[src/rtl/frame_config_writer.sv]
// ============================================================================
// frame_config_writer: parses a 32-bit config word stream into frame writes
// and drives FrameData / one-hot FrameStrobe.
// Optional: FRAME_WRITER_PARITY_EN adds a trailing XOR check word per frame.
// Revision: 1.0
// ============================================================================
`default_nettype none

module frame_config_writer #(
    parameter int          FrameBitsPerRow = 32,
    parameter int          MaxFramesPerCol = 20,
    parameter int          NumberOfRows    = 4,
    parameter int          NumberOfCols    = 4,
    parameter logic [31:0] SyncWord        = 32'hFAB0_FAB1
) (
    input  logic                                    UserCLK,
    input  logic                                    Reset,
    input  logic [31:0]                             WriteData,
    input  logic                                    WriteValid,
    output logic                                    WriteReady,
    output logic [FrameBitsPerRow*NumberOfRows-1:0] FrameData,
    output logic [MaxFramesPerCol*NumberOfCols-1:0] FrameStrobe,
    output logic                                    ConfigActive,
    output logic                                    ConfigDone,
    output logic                                    ErrorFlag
);

    localparam int StrobeW = MaxFramesPerCol * NumberOfCols;
    localparam int RowW    = (NumberOfRows > 1) ? $clog2(NumberOfRows) : 1;

    localparam logic [3:0] OpDesync = 4'h0;
    localparam logic [3:0] OpWrite  = 4'h1;

    typedef enum logic [2:0] {
        S_IDLE   = 3'd0,
        S_HDR    = 3'd1,
        S_DATA   = 3'd2,
`ifdef FRAME_WRITER_PARITY_EN
        S_CHECK  = 3'd3,
`endif
        S_STROBE = 3'd4,
        S_HOLD   = 3'd5
    } state_t;

    state_t            state;
    logic [RowW-1:0]   row_cnt;
    logic [7:0]        col;
    logic [4:0]        frame;
    logic              drop;
`ifdef FRAME_WRITER_PARITY_EN
    logic [31:0]       parity_acc;
`endif

    logic              xfer;
    logic [3:0]        hdr_op;
    logic [7:0]        hdr_col;
    logic [4:0]        hdr_frame;
    logic              hdr_bad;
    logic              last_row;
    logic [31:0]       strobe_idx;
    logic [StrobeW-1:0] strobe_onehot;

    always_comb begin
        WriteReady = (state == S_IDLE) || (state == S_HDR) || (state == S_DATA);
`ifdef FRAME_WRITER_PARITY_EN
        WriteReady = WriteReady || (state == S_CHECK);
`endif
    end

    assign xfer          = WriteValid && WriteReady;
    assign hdr_op        = WriteData[31:28];
    assign hdr_col       = WriteData[19:12];
    assign hdr_frame     = WriteData[4:0];
    assign hdr_bad       = ({24'd0, hdr_col} >= 32'(NumberOfCols)) ||
                           ({27'd0, hdr_frame} >= 32'(MaxFramesPerCol));
    assign last_row      = (row_cnt == RowW'(NumberOfRows - 1));
    assign strobe_idx    = 32'(col) * 32'(MaxFramesPerCol) + 32'(frame);
    assign strobe_onehot = StrobeW'(1) << strobe_idx;

    always_ff @(posedge UserCLK) begin
        if (Reset) begin
            state        <= S_IDLE;
            row_cnt      <= '0;
            col          <= '0;
            frame        <= '0;
            drop         <= 1'b0;
            FrameData    <= '0;
            FrameStrobe  <= '0;
            ConfigActive <= 1'b0;
            ConfigDone   <= 1'b0;
            ErrorFlag    <= 1'b0;
`ifdef FRAME_WRITER_PARITY_EN
            parity_acc   <= '0;
`endif
        end else begin
            ConfigDone <= 1'b0;
            case (state)
                S_IDLE: begin
                    if (xfer && WriteData == SyncWord) begin
                        state        <= S_HDR;
                        ConfigActive <= 1'b1;
                    end
                end
                S_HDR: begin
                    // A repeated sync word is simply skipped while in HDR.
                    if (xfer && WriteData != SyncWord) begin
                        if (hdr_op == OpWrite) begin
                            state   <= S_DATA;
                            row_cnt <= '0;
                            col     <= hdr_col;
                            frame   <= hdr_frame;
                            drop    <= hdr_bad;
`ifdef FRAME_WRITER_PARITY_EN
                            parity_acc <= '0;
`endif
                            if (hdr_bad)
                                ErrorFlag <= 1'b1;
                        end else if (hdr_op == OpDesync) begin
                            state        <= S_IDLE;
                            ConfigActive <= 1'b0;
                            ConfigDone   <= 1'b1;
                        end else begin
                            ErrorFlag <= 1'b1;
                        end
                    end
                end
                S_DATA: begin
                    if (xfer) begin
                        FrameData[32'(row_cnt)*FrameBitsPerRow +: FrameBitsPerRow]
                            <= FrameBitsPerRow'(WriteData);
                        row_cnt <= row_cnt + RowW'(1);
`ifdef FRAME_WRITER_PARITY_EN
                        parity_acc <= parity_acc ^ WriteData;
                        if (last_row)
                            state <= S_CHECK;
`else
                        if (last_row) begin
                            state       <= S_STROBE;
                            FrameStrobe <= drop ? '0 : strobe_onehot;
                        end
`endif
                    end
                end
`ifdef FRAME_WRITER_PARITY_EN
                S_CHECK: begin
                    if (xfer) begin
                        state <= S_STROBE;
                        if (WriteData != parity_acc) begin
                            ErrorFlag   <= 1'b1;
                            FrameStrobe <= '0;
                        end else begin
                            FrameStrobe <= drop ? '0 : strobe_onehot;
                        end
                    end
                end
`endif
                S_STROBE: begin
                    state       <= S_HOLD;
                    FrameStrobe <= '0;
                end
                S_HOLD: begin
                    state <= S_HDR;
                end
                default: begin
                    state       <= S_IDLE;
                    FrameStrobe <= '0;
                end
            endcase
        end
    end

endmodule

`default_nettype wire
[config.mk]
export PLATFORM = sky130hd
export DESIGN_NAME = frame_config_writer
export DESIGN_NICKNAME = d
export VERILOG_FILES = /design/src/rtl/frame_config_writer.sv
export SDC_FILE = /design/constraint.sdc
export NUM_CORES = 1
export LEC_CHECK = 0
export ABC_AREA = 1
export BUFFER_PORTS_ARGS = -buffer_cell sky130_fd_sc_hd__buf_4
export CAP_MARGIN = 10
export CORE_ASPECT_RATIO = 1.1
export CORE_MARGIN = 2
export CORE_UTILIZATION = 25
export DETAILED_ROUTE_END_ITERATION = 16
export PLACE_DENSITY_LB_ADDON = 0.08
export SKIP_CTS_REPAIR_TIMING = 1
export SLEW_MARGIN = 20
export SYNTH_ARGS = -nofsm -noshare
export SYNTH_HDL_FRONTEND = slang
export SYNTH_SLANG_ARGS = --single-unit
[constraint.sdc]
create_clock -name UserCLK -period 7.6 [get_ports UserCLK]
set_input_delay 0 -clock UserCLK [delete_from_list [all_inputs] [get_ports UserCLK]]
set_output_delay 0 -clock UserCLK [all_outputs]
set_load 0.005 [all_outputs]
==> results.md <==
- The sequential share of power is 43.1%.
- The timing-limited maximum frequency is 238.6 MHz.
- In this run the clock root is driven by a sky130_fd_sc_hd__clkbuf_16.
- The total core area is 0.03838 mm².
- For the final routed database, the setup TNS stands at 0 ns.
- The post-synthesis area per instance is 7.687 µm².
- In this run the vertical extent of the chip is around 210 µm.
- Routability-driven placement finished with a final weighted congestion of 0.8039.
- The top-level port count is 247.
- Counting the buffers created by CTS gives 28.
- The count of nets left with antenna violations after detail routing is 0.
- Leaving out fill and tap cells, the most frequent cell in the layout is sky130_fd_sc_hd__buf_4.
- After synthesis the netlist holds a flip-flop and latch count of 230.
- The initial antenna violation count is 0.
- For the final database, setup skew stands at about 0.019 ns.
- The HPWL after detailed placement is 26.54 mm.
- The floorplan step defined a die boundary enclosing between 0.04 and 0.05 mm².
- The worst endpoint data arrival time is 4.67 ns.
- Timing analysis after detailed placement gives a worst setup slack of 3.507 ns.
- The initial detailed-routing violation count is 503.
- The endpoint class of the critical path is a register.
- The total number of vias is 9462.
- The maximum level of the CTS H-tree is 1.
- The max-cap violation count is 0.
- The first-pass iteration count of the detailed router is 5.
- The final number of setup-violating endpoints is 0.
- The largest fanout of any net on the critical path is 33.
- The number of distinct library cells after synthesis is 33.
- The ratio of routed vias to standard cells is 4.691.
- The final critical-path setup slack is 3.409 ns.
- The analysis attributes to cell leakage a power of 5.214 nW.
- The number of global-route vias before repair is 9206.
- The number of hold violations in the final report is 0.
- Setup repair after global routing left no endpoint under its margin.
- The analysis attributes to net switching a power of approximately 0.00064 W.
- The worst-case IR drop observed on VDD is 168.3 µV.
- For this design the ratio of total power to cell area is 210.7 mW/mm².
- Across every metal layer, demand over resource in global routing totals 18.25%.
- For this design, the sink count on the clock tree is 230.
- Counting the fill cells in the layout gives ~4100.
- The post-synthesis net count is 1330.
- The critical path is of the reg2reg type.
- The proportion of power drawn by the clock network is 52.7%.
- The net count reported at finish is 1553.
- The repair_antennas step left the layout with diodes totalling 0.
- In this run the cell area of the synthesized design comes to about 0.01 mm².
- In this run the tool buffered the top-level ports with approximately 250 buffer cells.
- The sequential element share of the synthesized area is between 40 and 50%.
- The number of synthesis warnings is 0.
- After detailed routing, the average wire length per cell comes to 18.98 µm.
- Subtracting the final worst setup slack from the clock period gives 4.191 ns.
- The post-route netlist has 24.46% of its cells at a drive strength greater than 1.
- Wires add up to ~38 mm.
- The transition at the pin with the smallest max-transition slack is ~1.0 ns.
- The normalized max-slew margin is 30.60%.
- TritonCTS built the clock tree.
- In the finished design, the share of the clock period the worst path needs comes to 55.15%.
- The initial utilization of the core area, before any placement, comes to 25.48%.
- In the layout the commonest cells are sky130_fd_sc_hd__buf_4, sky130_fd_sc_hd__nand2_1, sky130_fd_sc_hd__a21oi_1.
- The number of pins with negative max-slew slack in the final report is 0.
- The clock reaches the later pin of the worst-skew pair after 0.56 ns.
- The synthesized instance count is about 1300.
- The clock-pin transition on the worst setup and hold timing paths is roughly 0.060 ns.
- The number of core rows is between 70 and 80.
- The combinational cell fraction of total power is 4.2%.
- The maximum buffer depth of the clock tree is 3.
- The synthesis-to-finish area growth is 36.40%.
- The die is 192.6 µm wide.
- The switching fraction of total power is a little under a quarter.
- The startpoint class of the critical path is a register.
- Entering global routing, the biggest net connects 86 pins.
- The global-route wire length before repair is between 50 and 60 mm.
- The internal power consumption is roughly 0.0022 W.
- The endpoint required time on the critical path is 8.08 ns.
- The total global routing overflow is 0.
- The DRC violation count after routing is 0.
- The run finished with clean final reports.
- In this run the worst hold path is classified as in2reg.
[through the flow]
step / util, % / instances / hold WS [ns] / power, W / cell area (µm²)
after CTS: 33.85 / 1983 / -0.2799 / 0.002844 / 12990
after detailed placement: 31.15 / 1931 / 0.2940 / 0.001343 / 11950
after global routing: 34.75 / 2017 / 0.3029 / 0.002911 / 13340
after floorplan: - / 1272 / 0.1560 / 0.001283 / 9778
final: 34.75 / 2017 / 0.2910 / 0.002811 / 13340
after global placement: 31.14 / 1931 / 0.2983 / 0.001344 / 11950
[worst max-delay path: stages (launching register included)]
cell	delay (ns)
sky130_fd_sc_hd__dfxtp_1	0.90
sky130_fd_sc_hd__inv_1	0.70
sky130_fd_sc_hd__ha_1	0.52
sky130_fd_sc_hd__inv_1	0.07
sky130_fd_sc_hd__nor2_1	0.58
sky130_fd_sc_hd__inv_1	0.09
sky130_fd_sc_hd__buf_4	0.28
sky130_fd_sc_hd__nor2_2	0.63
sky130_fd_sc_hd__nand3_1	0.16
sky130_fd_sc_hd__a21oi_1	0.16
[state kept, by name (all words and copies together), names as in the netlist]
signal / flops
state: 3
row_cnt: 2
frame: 5
ConfigDone: 1
FrameData: 128
ConfigActive: 1
FrameStrobe: 80
drop: 1
col: 8
ErrorFlag: 1
[per-layer routing]
metal  up-vias  track usage, %  share of wire, %
met4         0           4.580               1.8
met3        42           4.128               5.9
met5         -               0                 0
li1       4764               -                 -
met2       237           31.57                49
met1      4419           22.81                43
[final timing paths]
kind	startpoint	to	slack, ns	cells after the start
worst max-delay path	row_cnt[0]	FrameData[64]	3.41	9
worst min-delay path	WriteData[5]	FrameData[69]	0.29	4
worst max register to register	row_cnt[0]	FrameData[64]	3.41	9
worst min register to register	frame[4]	frame[4]	0.45	2
[kinds of logic (layout without fill, tap and decap cells)]
group / Yosys count / count (layout) / synth area share (%)
fa+ha+maj: 23 / 23 / 3.097
xor+xnor: 4 / 4 / 0.3584
simple gates: 581 / 581 / 28.93
buf+inv: 158 / 403 / 6.296
flops: 230 / 230 / 47.09
compound gates: 276 / 276 / 14.23
[power by group through the flow]
stage                     clock, W  sequential, W  combinational (W)
after global routing       0.00157        0.00121           0.000128
final                      0.00148        0.00121           0.000118
after CTS                  0.00153        0.00121           0.000106
after detailed placement         0        0.00124           0.000106
after floorplan                  0        0.00124          0.0000467
after global placement           0        0.00124           0.000107
[cell usage after synthesis]
cell / count / area share [%]
sky130_fd_sc_hd__or3_1: 19 / 1.2
sky130_fd_sc_hd__inv_1: 55 / 2.1
sky130_fd_sc_hd__nand3_1: 53 / 2.7
sky130_fd_sc_hd__dfxtp_1: 230 / 47
sky130_fd_sc_hd__ha_1: 21 / 2.7
sky130_fd_sc_hd__xor2_1: 2 / 0.18
sky130_fd_sc_hd__nor3_2: 18 / 1.8
sky130_fd_sc_hd__nor2_2: 23 / 1.5
sky130_fd_sc_hd__clkbuf_1: 79 / 3.0
sky130_fd_sc_hd__nand3b_1: 2 / 0.15
sky130_fd_sc_hd__o21ai_2: 1 / 0.090
sky130_fd_sc_hd__nor2_4: 1 / 0.12
sky130_fd_sc_hd__buf_4: 3 / 0.23
sky130_fd_sc_hd__nand2_1: 245 / 9.4
sky130_fd_sc_hd__buf_2: 9 / 0.46
sky130_fd_sc_hd__nand3_2: 1 / 0.10
sky130_fd_sc_hd__fa_1: 2 / 0.41
sky130_fd_sc_hd__or4_1: 13 / 1.0
sky130_fd_sc_hd__or2_2: 2 / 0.13
sky130_fd_sc_hd__a21oi_1: 232 / 12
sky130_fd_sc_hd__o21ai_0: 41 / 2.1
sky130_fd_sc_hd__nand2_2: 2 / 0.13
sky130_fd_sc_hd__nand4_1: 53 / 3.4
sky130_fd_sc_hd__o21bai_1: 1 / 0.077
sky130_fd_sc_hd__buf_1: 5 / 0.19
sky130_fd_sc_hd__xnor2_1: 2 / 0.18
sky130_fd_sc_hd__a21oi_2: 1 / 0.090
sky130_fd_sc_hd__nor2_1: 89 / 3.4
sky130_fd_sc_hd__inv_2: 7 / 0.27
sky130_fd_sc_hd__nor4_1: 3 / 0.19
sky130_fd_sc_hd__nor3b_1: 14 / 1.1
sky130_fd_sc_hd__nor3_1: 38 / 1.9
sky130_fd_sc_hd__nand4_2: 5 / 0.64
[cell type report]
cell class / instances / area, µm² / area share (%)
inverters: 62 / 232.7 / 1.745
well taps: 500 / 625.6 / 4.690
repair buffers: 289 / 2258 / 16.93
flip-flops and latches: 230 / 4604 / 34.52
clock inverters: 12 / 171.4 / 1.285
multi-input cells: 884 / 4578 / 34.32
clock buffers: 40 / 867.1 / 6.501
Power figures use the tool's default switching activity.
